**config.mk**
```make
export PLATFORM = sky130hd
export DESIGN_NAME = serdes_pattern_tester
export DESIGN_NICKNAME = d
export VERILOG_FILES = /design/src/rtl/serdes_tester_pkg.sv /design/src/rtl/serdes_pattern_gen.sv /design/src/rtl/serdes_pattern_tester.sv
export SDC_FILE = /design/constraint.sdc
export NUM_CORES = 1
export LEC_CHECK = 0
export CORE_MARGIN = 3
export CORE_UTILIZATION = 57
export DETAILED_ROUTE_END_ITERATION = 12
export GPL_ROUTABILITY_DRIVEN = 0
export PLACE_DENSITY = 0.9
export RECOVER_POWER = 100
export SYNTH_ARGS = -nofsm -noshare
export SYNTH_HDL_FRONTEND = slang
export SYNTH_SLANG_ARGS = --single-unit
export TNS_END_PERCENT = 30
```
**constraint.sdc**
```tcl
create_clock -name clk -period 3 [get_ports clk]
set_clock_uncertainty 0.2 [all_clocks]
set_input_delay 0.3 -clock clk [delete_from_list [all_inputs] [get_ports clk]]
set_output_delay 0.3 -clock clk [all_outputs]
set_load 0.01 [all_outputs]
```
**src/rtl/serdes_tester_pkg.sv**
```systemverilog
// Shared types, default constants and the LFSR step for the serdes pattern tester.
// The generator and the checker both use these definitions.
package serdes_tester_pkg;

   typedef enum logic [1:0] {GEN_IDLE, GEN_COMMA, GEN_DATA} gen_state_t;
   typedef enum logic {CHK_HUNT, CHK_LOCKED} chk_state_t;

   localparam logic [7:0] DEF_COMMA = 8'hBC;
   localparam logic [7:0] DEF_SEED  = 8'hFF;
   localparam logic [7:0] DEF_TAPS  = 8'hB8;

   // Galois step on a 32-bit container; callers cast the result back to their width (<= 32).
   function automatic logic [31:0] lfsr_next(input logic [31:0] x, input logic [31:0] taps);
      return (x >> 1) ^ (x[0] ? taps : 32'd0);
   endfunction

endpackage

```
**src/rtl/serdes_pattern_gen.sv**
```systemverilog
// Word-pattern source: restart loads the first word of the selected pattern
// (mode latched at restart), advance steps to the next word.
module serdes_pattern_gen
   import serdes_tester_pkg::*;
#(
   parameter int               WIDTH = 8,
   parameter logic [WIDTH-1:0] SEED  = WIDTH'(DEF_SEED),
   parameter logic [WIDTH-1:0] TAPS  = WIDTH'(DEF_TAPS)
) (
   input  logic             clk,
   input  logic             reset,
   input  logic             i_restart,
   input  logic             i_advance,
   input  logic             i_mode,
   output logic [WIDTH-1:0] o_word
);

   logic             r_mode;
   logic [WIDTH-1:0] r_word;

   always_ff @(posedge clk or posedge reset) begin
      if (reset) begin
         r_mode <= 1'b0;
         r_word <= '0;
      end else if (i_restart) begin
         r_mode <= i_mode;
         r_word <= i_mode ? SEED : '0;
      end else if (i_advance) begin
         r_word <= r_mode ? WIDTH'(lfsr_next(32'(r_word), 32'(TAPS))) : r_word + WIDTH'(1);
      end
   end

   assign o_word = r_word;

endmodule

```
**src/rtl/serdes_pattern_tester.sv**
```systemverilog
// Framed stimulus generator for the serializer plus a comma-aligned loopback
// checker that regenerates the expected stream and counts words and errors.
module serdes_pattern_tester
   import serdes_tester_pkg::*;
#(
   parameter int               WIDTH     = 8,
   parameter logic [WIDTH-1:0] COMMA     = WIDTH'(DEF_COMMA),
   parameter int unsigned      COMMA_GAP = 4,
   parameter logic [WIDTH-1:0] SEED      = WIDTH'(DEF_SEED),
   parameter logic [WIDTH-1:0] TAPS      = WIDTH'(DEF_TAPS),
   parameter int               CNT_W     = 16
) (
   input  logic             clk,
   input  logic             reset,
   input  logic             start,
   input  logic             mode,
   output logic [WIDTH-1:0] data,
   output logic             enb,
   output logic             dk,
   input  logic             serial_in,
   output logic             locked,
   output logic [CNT_W-1:0] word_cnt,
   output logic [CNT_W-1:0] err_cnt
);

   localparam int               SLOT_W    = (WIDTH > 1) ? $clog2(WIDTH) : 1;
   localparam int               GAP_W     = $clog2(COMMA_GAP + 1);
   localparam logic [SLOT_W-1:0] SLOT_LAST = SLOT_W'(WIDTH - 1);
   localparam logic [GAP_W-1:0]  GAP_LAST  = GAP_W'(COMMA_GAP - 1);
   localparam logic [GAP_W-1:0]  GAP_FULL  = GAP_W'(COMMA_GAP);

   function automatic logic [CNT_W-1:0] sat_inc(input logic [CNT_W-1:0] v);
      return (&v) ? v : v + CNT_W'(1);
   endfunction

   gen_state_t        r_gen_state, w_gen_next;
   logic [SLOT_W-1:0] r_slot;
   logic [GAP_W-1:0]  r_gap;
   logic [WIDTH-1:0]  r_data, w_data_nxt, w_gen_word;
   logic              r_enb, r_dk, w_enb_nxt, w_dk_nxt;
   logic              w_boundary, w_word_load, w_gen_restart, w_gen_advance;

   assign w_boundary = (r_slot == SLOT_LAST);

   always_comb begin
      w_gen_next    = r_gen_state;
      w_word_load   = 1'b0;
      w_gen_restart = 1'b0;
      w_gen_advance = 1'b0;
      w_data_nxt    = '0;
      w_dk_nxt      = 1'b0;
      w_enb_nxt     = 1'b0;
      unique case (r_gen_state)
         GEN_IDLE: if (start) begin
            w_gen_next  = GEN_COMMA;
            w_word_load = 1'b1;
         end
         GEN_COMMA: if (w_boundary) begin
            w_word_load = 1'b1;
            w_gen_next  = start ? GEN_DATA : GEN_IDLE;
         end
         GEN_DATA: if (w_boundary) begin
            w_word_load = 1'b1;
            if (!start)                 w_gen_next = GEN_IDLE;
            else if (r_gap == GAP_LAST) w_gen_next = GEN_COMMA;
            else                        w_gen_next = GEN_DATA;
         end
         default: w_gen_next = GEN_IDLE;
      endcase
      // The pattern source restarts with each comma so every frame begins at the first word.
      if (w_word_load) begin
         unique case (w_gen_next)
            GEN_COMMA: begin
               w_data_nxt    = COMMA;
               w_dk_nxt      = 1'b1;
               w_enb_nxt     = 1'b1;
               w_gen_restart = 1'b1;
            end
            GEN_DATA: begin
               w_data_nxt    = w_gen_word;
               w_enb_nxt     = 1'b1;
               w_gen_advance = 1'b1;
            end
            default: ;
         endcase
      end
   end

   always_ff @(posedge clk or posedge reset) begin
      if (reset) r_gen_state <= GEN_IDLE;
      else       r_gen_state <= w_gen_next;
   end

   always_ff @(posedge clk or posedge reset) begin
      if (reset) begin
         r_slot <= '0;
         r_gap  <= '0;
         r_data <= '0;
         r_enb  <= 1'b0;
         r_dk   <= 1'b0;
      end else begin
         if (r_gen_state == GEN_IDLE || w_boundary) r_slot <= '0;
         else                                       r_slot <= r_slot + SLOT_W'(1);
         if (w_word_load) begin
            r_data <= w_data_nxt;
            r_dk   <= w_dk_nxt;
            r_enb  <= w_enb_nxt;
            if (w_gen_next == GEN_DATA)
               r_gap <= (r_gen_state == GEN_DATA) ? r_gap + GAP_W'(1) : '0;
         end
      end
   end

   serdes_pattern_gen #(.WIDTH(WIDTH), .SEED(SEED), .TAPS(TAPS)) u_gen_pat (
      .clk       (clk),
      .reset     (reset),
      .i_restart (w_gen_restart),
      .i_advance (w_gen_advance),
      .i_mode    (mode),
      .o_word    (w_gen_word)
   );

   chk_state_t        r_chk_state, w_chk_next;
   logic [WIDTH-1:0]  r_shift, w_exp_word;
   logic [SLOT_W-1:0] r_bit;
   logic [GAP_W-1:0]  r_cgap;
   logic [CNT_W-1:0]  r_word_cnt, r_err_cnt;
   logic              w_comma_seen, w_capture, w_exp_restart, w_exp_advance;
   logic              w_word_done, w_data_err;

   assign w_comma_seen = (r_shift == COMMA);
   assign w_capture    = (r_chk_state == CHK_LOCKED) && (r_bit == SLOT_LAST);

   // A failed comma slot drops to hunt even if a fresh comma is forming; hunt re-checks next edge.
   always_comb begin
      w_chk_next    = r_chk_state;
      w_exp_restart = 1'b0;
      w_exp_advance = 1'b0;
      w_word_done   = 1'b0;
      w_data_err    = 1'b0;
      unique case (r_chk_state)
         CHK_HUNT: if (w_comma_seen) begin
            w_chk_next    = CHK_LOCKED;
            w_exp_restart = 1'b1;
         end
         CHK_LOCKED: if (w_capture) begin
            w_word_done = 1'b1;
            if (r_cgap == GAP_FULL) begin
               if (w_comma_seen) w_exp_restart = 1'b1;
               else              w_chk_next    = CHK_HUNT;
            end else begin
               w_exp_advance = 1'b1;
               w_data_err    = (r_shift != w_exp_word);
            end
         end
         default: w_chk_next = CHK_HUNT;
      endcase
   end

   always_ff @(posedge clk or posedge reset) begin
      if (reset) r_chk_state <= CHK_HUNT;
      else       r_chk_state <= w_chk_next;
   end

   always_ff @(posedge clk or posedge reset) begin
      if (reset) begin
         r_shift    <= '0;
         r_bit      <= '0;
         r_cgap     <= '0;
         r_word_cnt <= '0;
         r_err_cnt  <= '0;
      end else begin
         r_shift <= {r_shift[WIDTH-2:0], serial_in};
         if (r_chk_state == CHK_HUNT || w_capture) r_bit <= '0;
         else                                      r_bit <= r_bit + SLOT_W'(1);
         if (w_exp_restart)      r_cgap <= '0;
         else if (w_exp_advance) r_cgap <= r_cgap + GAP_W'(1);
         if (w_word_done) r_word_cnt <= sat_inc(r_word_cnt);
         if (w_data_err)  r_err_cnt  <= sat_inc(r_err_cnt);
      end
   end

   serdes_pattern_gen #(.WIDTH(WIDTH), .SEED(SEED), .TAPS(TAPS)) u_exp_pat (
      .clk       (clk),
      .reset     (reset),
      .i_restart (w_exp_restart),
      .i_advance (w_exp_advance),
      .i_mode    (mode),
      .o_word    (w_exp_word)
   );

   assign data     = r_data;
   assign enb      = r_enb;
   assign dk       = r_dk;
   assign locked   = (r_chk_state == CHK_LOCKED);
   assign word_cnt = r_word_cnt;
   assign err_cnt  = r_err_cnt;

endmodule

```
* After elaboration in Yosys (flattened, before gate mapping)
Cells that the tools add are included.
** Storage, ports and cells
- Register bits :: 83
- Output and inout port bits :: 43
- Bits of input ports :: 5
** Cells by class
- Bitwise gates (word level) :: 5
- Reductions and logical operators :: 13
- Equality and inequality tests :: 10
- Multiplexer cells :: 45
- $add $sub $neg :: 8
** Operators by type and width (number)
- 8-bit two-way mux :: 9
- 16-bit by 1-bit adder with 16-bit output (second input constant) :: 2
- 16-bit AND reduction :: 2
- 1-bit two-way mux :: 20
- 8-bit by 1-bit adder with 8-bit output (second input constant) :: 2
- 8-bit one-hot mux with 2 select lines :: 1
- 7-bit by 8-bit bitwise XOR with 8-bit output :: 2
- 3-bit two-way mux :: 5
- 3-bit by 1-bit adder with 3-bit output (second input constant) :: 4
- 2-bit two-way mux :: 6
- 3-bit == test (second input constant) :: 3
- 8-bit == test (second input constant) :: 1
- 8-bit inequality test :: 1
- 1-bit one-hot mux with 2 select lines :: 3
- 2-bit one-hot mux with 3 select lines :: 1
- 2-bit AND reduction :: 3
- 2-bit by 1-bit == test with 1-bit output (second input constant) :: 2
- 2-bit == test (second input constant) :: 2
- 2-bit nonzero test :: 2
- 2-bit OR reduction :: 2
- 3-bit by 2-bit == test with 1-bit output (second input constant) :: 1
- 1-bit NOT :: 3
- 2-bit logical NOT :: 1
- 1-bit logical OR :: 2
- 1-bit logical AND :: 1

* Logic depth before layout (Yosys ltp)
- Depth after elaboration :: 10
- Mapped depth :: 14
- Gate-level depth less buffers :: 13

* By module
Synthesis repeated with hierarchy kept, for this count alone.
** Second synthesis, totals
- Cells, all modules :: 430
- Area total of the unflattened synthesis :: 4435.5 sq um
** By module, submodules not included
- serdes_pattern_tester :: cells each 286, times used 1, sequential area each 1626.6 sq um, area each 3204.3 sq um
- serdes_pattern_gen :: cells each 72, times used 2, sequential area each 225.2 sq um, area each 615.6 sq um

* Worst setup path after synthesis
No wires, ideal clock.
- Path type :: reg2reg
- Start :: register r_slot[0]
- End :: register u_gen_pat.r_word[2] (netlist: u_gen_pat.o_word[2])
- Setup time :: 136 ps
- Buffers on the path :: 1
- Slack :: 284 ps
- Required time :: 2664 ps
- Stages on the path, launching flop included :: 13
- Data arrival time :: 2381 ps
- Path through :: dfrtp_1 -> ha_1 -> ha_1 -> buf_2 -> o21ai_0 -> nand2_1 -> a31o_2 -> ha_1 -> nor2b_1 -> and2_1 -> and3_1 -> a211oi_1 -> o32ai_1
** On the way
- Longest elaborated chain between the ends :: 7
- Elaborated cells between the ends (all ways) :: 14
- Classes of those cells :: eq/ne (3); mux (10); reduce/logical (1)
** RTL lines
- start, declared :: RTL line serdes_pattern_tester.sv:37 : logic [SLOT_W-1:0] r_slot;
- start signal, assigned :: RTL line serdes_pattern_tester.sv:103 : else r_slot <= r_slot + SLOT_W'(1);
- 3-bit == test * :: RTL line serdes_pattern_tester.sv:43 : assign w_boundary = (r_slot == SLOT_LAST);
- 2-bit two-way mux, on equally long branches :: RTL line serdes_pattern_tester.sv:62, serdes_pattern_tester.sv:58
- 2-bit one-hot mux with 3 select lines :: RTL line serdes_pattern_tester.sv:53 : unique case (r_gen_state)
- 2-bit by 1-bit == test with 1-bit output or 2-bit == test (tied branches) :: RTL line serdes_pattern_tester.sv:72 : unique case (w_gen_next)
- 1-bit two-way mux :: RTL line serdes_pattern_tester.sv:72
- 1-bit two-way mux :: RTL line serdes_pattern_tester.sv:71 : if (w_word_load) begin
- 8-bit two-way mux or 2-bit nonzero test (tied branches)
- end signal, assigned :: RTL line serdes_pattern_gen.sv:27 : r_word <= i_mode ? SEED : '0;
- end signal, assigned :: RTL line serdes_pattern_gen.sv:29 : r_word <= r_mode ? WIDTH'(lfsr_next(32'(r_word), 32'(TAPS))) : r_word + WIDTH'(1);
- end, declared :: RTL line serdes_pattern_gen.sv:19 : logic [WIDTH-1:0] r_word;
Mark *: on every way between the ends. The rest lies on a longest branch, timed or not.
A chain may end at the register's enable or synchronous reset.

* Final worst setup path
- Start :: register r_gap[0]
- End :: register u_gen_pat.r_word[4] (netlist: u_gen_pat.o_word[4])
** On the way
- Longest elaborated chain between the ends :: 9
- Elaborated cells between the ends (all ways) :: 13
- Classes of those cells :: eq/ne (3); mux (9); reduce/logical (1)
** RTL lines
- start, declared :: RTL line serdes_pattern_tester.sv:38 : logic [GAP_W-1:0] r_gap;
- start signal, assigned :: RTL line serdes_pattern_tester.sv:109 : r_gap <= (r_gen_state == GEN_DATA) ? r_gap + GAP_W'(1) : '0;
- 3-bit by 2-bit == test with 1-bit output * :: RTL line serdes_pattern_tester.sv:65 : else if (r_gap == GAP_LAST) w_gen_next = GEN_COMMA;
- 2-bit two-way mux * :: RTL line serdes_pattern_tester.sv:65
- 2-bit two-way mux * :: RTL line serdes_pattern_tester.sv:64 : if (!start) w_gen_next = GEN_IDLE;
- 2-bit two-way mux * :: RTL line serdes_pattern_tester.sv:62 : GEN_DATA: if (w_boundary) begin
- 2-bit one-hot mux with 3 select lines * :: RTL line serdes_pattern_tester.sv:53
- net w_gen_next[1] :: RTL line serdes_pattern_tester.sv:36 : gen_state_t r_gen_state, w_gen_next;
- 2-bit by 1-bit == test with 1-bit output or 2-bit == test (tied branches) :: RTL line serdes_pattern_tester.sv:72
- 1-bit two-way mux :: RTL line serdes_pattern_tester.sv:72
- 1-bit two-way mux :: RTL line serdes_pattern_tester.sv:71
- 8-bit two-way mux or 2-bit nonzero test (tied branches)
Mark *: on every way through the listed nets, which the timed path passes. The rest lies on a longest branch.

==> impl_metrics.ini <==
[sta]
post-route-period-util = 0.941
max_freq_mhz = 354
setup_tns_ns = 0
slew_violations = 84
slew_headroom = -0.311
finalHoldViolCount = 0
tightest_slew_ns = 1.97
rsz0062_at_grt = no
fin_crit_ns = 2.82
setup_violations = 0

[route]
wl_um = 9510
vias = 3404
drtIter0Drc = 219
dr.pass1.iters = 4
drc = 0
viasPerCell = 5.86
avgRoutedWirePerCell_um = 16.4
antenna_left = 0

[clocking]
cts.path.max_buffers = 2
cts_buffers = 9
cts_root_buf = clkbuf_8
h-tree-depth = 3
insertion_delay_ns = 0.36
tritoncts = yes
path_clk_slew_ns = 0.09
cts_setup_buffers = 0
cts_sinks = 83

[grt]
antenna_found_initial = 0
gr-total-overflow = 0
first_global_vias = 3375
grt_max_degree = 84
track_usage = 0.221
grt_pass1_wl_um = 15500

[synthesis]
synth_warnings = 0
synth_edf_count = 0
synthMuxAreaShare = 0.0217
ys.flop_type = dfrtp_1
syn_area_per_cell_um2 = 10.2
synth_top_family_by_area = simple AND/OR/NAND/NOR gates
synth-compound-area-share = 0.111
synth-xor-area-share = 0.0928
yosys_register_bits = 83
synth-simple-area-share = 0.225
seq_area_frac_synth = 0.468
ys_types = 63
syn-num-nets = 458
syn_inst = 435
synthAdderAreaFrac = 0.0507
syn-cell-area_um2 = 4440
synthArstFlopShare = 1.00

[pwr]
p_per_area_nw_per_um2 = 616
leakage_nw = 2.50
vdd_drop_max_mv = 0.633

[layout]
nets = 500
area_growth_pct = 16.0
postLayoutCoreUtil = 0.695
num_antenna_cells = 0
fillers = 526
drive_above_1_share = 0.0934
fin_cells = 581
finalInstanceArea_um2 = 5150

[floorplanning]
die_h_um = 94.2
start_util = 0.599
die_area_um2 = 8880
die_w_um = 94.2
ioPinCount = 48
core_area_um2 = 7410
rows = 31

[worst_setup_path]
cp.arrival_ns = 2.86
worstSetupPathType = reg -> reg
cp_max_fo = 13
crit_path_start_kind = flip-flop
end_kind = flip-flop
cp.required_ns = 3.04

[status]
status = complete, but fails checks
violations = max-capacitance violations, max-slew violations

[placement]
hpwlAfterDp_um = 6520
placed_cell_area_um2 = 4990
portBuffers = 47
dp.cells = 565

[hold_path]
min_path_type = reg -> reg

[job]
drv_cap = 1
layout by cell type (no fill, tap or decap), drive strengths merged, types with 4 or more instances in the layout:
cell,count
xor2,24
nand3,20
nand2,58
mux2,5
clkbuf,11
inv,13
nand4,14
a21oi,16
and3,13
nor2,14
xnor2,23
ha,18
nor2b,6
o21ai,20
o31ai,7
mux2i,4
and4,4
dfrtp,83
nor3,17
and2,8
o211ai,7
nor3b,4
dlygate4sd3,45
layer usage:
| metal | track usage | vias up | share of wire |
|---|---|---|---|
| met4 | 0.0794 | 0 | 0.018 |
| met1 | 0.265 | 1654 | 0.41 |
| li1 | - | 1618 | - |
| met3 | 0.0529 | 23 | 0.052 |
| met2 | 0.387 | 109 | 0.52 |
| met5 | 0 | - | 0 |
synth_stat cells (all sizes together), types with 6 or more instances:
master  number  area share
dfrtp       83        0.47
nand2       58       0.050
xor2        24       0.047
xnor2       23       0.045
nand3       20       0.024
o21ai       20       0.023
ha          18       0.051
nor3        17       0.029
a21oi       16       0.021
nand4       14       0.023
nor2        14       0.013
and3        13       0.019
clkbuf      13       0.011
inv         11      0.0093
and2         8       0.012
buf          8       0.010
o211ai       7       0.012
o31ai        7       0.012
nor2b        6       0.010
report_power, final:
part	internal (mW)	switching, mW
clock network	0.483	0.443
logic	0.352	0.418
registers	1.26	0.215
registers in the layout (all words and copies together) (netlist names), 2 cells and up:
signal and count:
r_slot 3, r_gen_state 2, r_cgap 3, word_cnt 16
err_cnt 16, data 8, r_shift 8, r_gap 3
u_exp_pat.o_word 8, r_bit 3, u_gen_pat.o_word 8
per-stage QoR:
step | total power [mW] | hold WS (ns) | setup WS (ns)
after CTS | 3.18 | 0.165 | 0.0797
after global placement | 2.20 | 0.193 | 0.327
after detailed placement | 2.25 | 0.209 | 0.135
after floorplan | 2.00 | 0.131 | 0.284
after global routing | 3.34 | 0.233 | 0.00357
final | 3.17 | 0.224 | 0.177
area by class of cell:
type	instances	area, µm²	area share
multi-input cells	320	2170	0.422
repair buffers	52	502	0.0975
clock inverters	7	106	0.0207
well taps	99	124	0.0241
inverters	11	42.5	0.00826
flip-flops and latches	83	2080	0.403
clock buffers	9	124	0.0241
logic make-up (layout without fill, tap and decap cells):
kind of cell	Yosys count	after routing
and+or+nand+nor	176	176
buffers and inverters	32	79
muxes	9	9
AOI/OAI and AO/OA	70	70
xor gates and xnor gates	47	47
adders and majority gates	18	18
DFF	83	83
critical path, stage by stage (launching register included):
cell      delay, ns
dfrtp_1        0.41
ha_1           0.21
ha_1           0.22
nor2b_1        0.18
o211ai_1       0.13
a21o_1         0.23
inv_1          0.08
ha_1           0.16
nor2b_2        0.17
and2_1         0.16
buf_4          0.18
nand3_1        0.10
a21oi_1        0.16
o21ai_0        0.10
worst paths after layout:
kind / slack [ns] / start / endpoint / cells past startpoint
setup / recovery: 0.18 / r_gap[0]$_DFFE_PP0P_ / u_gen_pat.o_word[4]$_DFFE_PP0P_ / 13
hold / removal: 0.22 / r_shift[1]$_DFF_PP0_ / r_shift[2]$_DFF_PP0_ / 0
setup reg to reg: 0.18 / r_gap[0]$_DFFE_PP0P_ / u_gen_pat.o_word[4]$_DFFE_PP0P_ / 13
hold reg to reg: 0.22 / r_shift[1]$_DFF_PP0_ / r_shift[2]$_DFF_PP0_ / 0
max in group asynchronous: 0.52 / reset / err_cnt[1]$_DFFE_PP0P_ / 3
min in group asynchronous: 0.91 / reset / word_cnt[15]$_DFFE_PP0P_ / 3
repair_timing:
| item | in CTS | in global routing |
|---|---|---|
| setup endpoints to repair | 0 | 7 |
| gates resized for setup | 0 | 7 |
| hold buffers | 0 | 0 |
No activity file was read; power rests on OpenSTA's default activity.
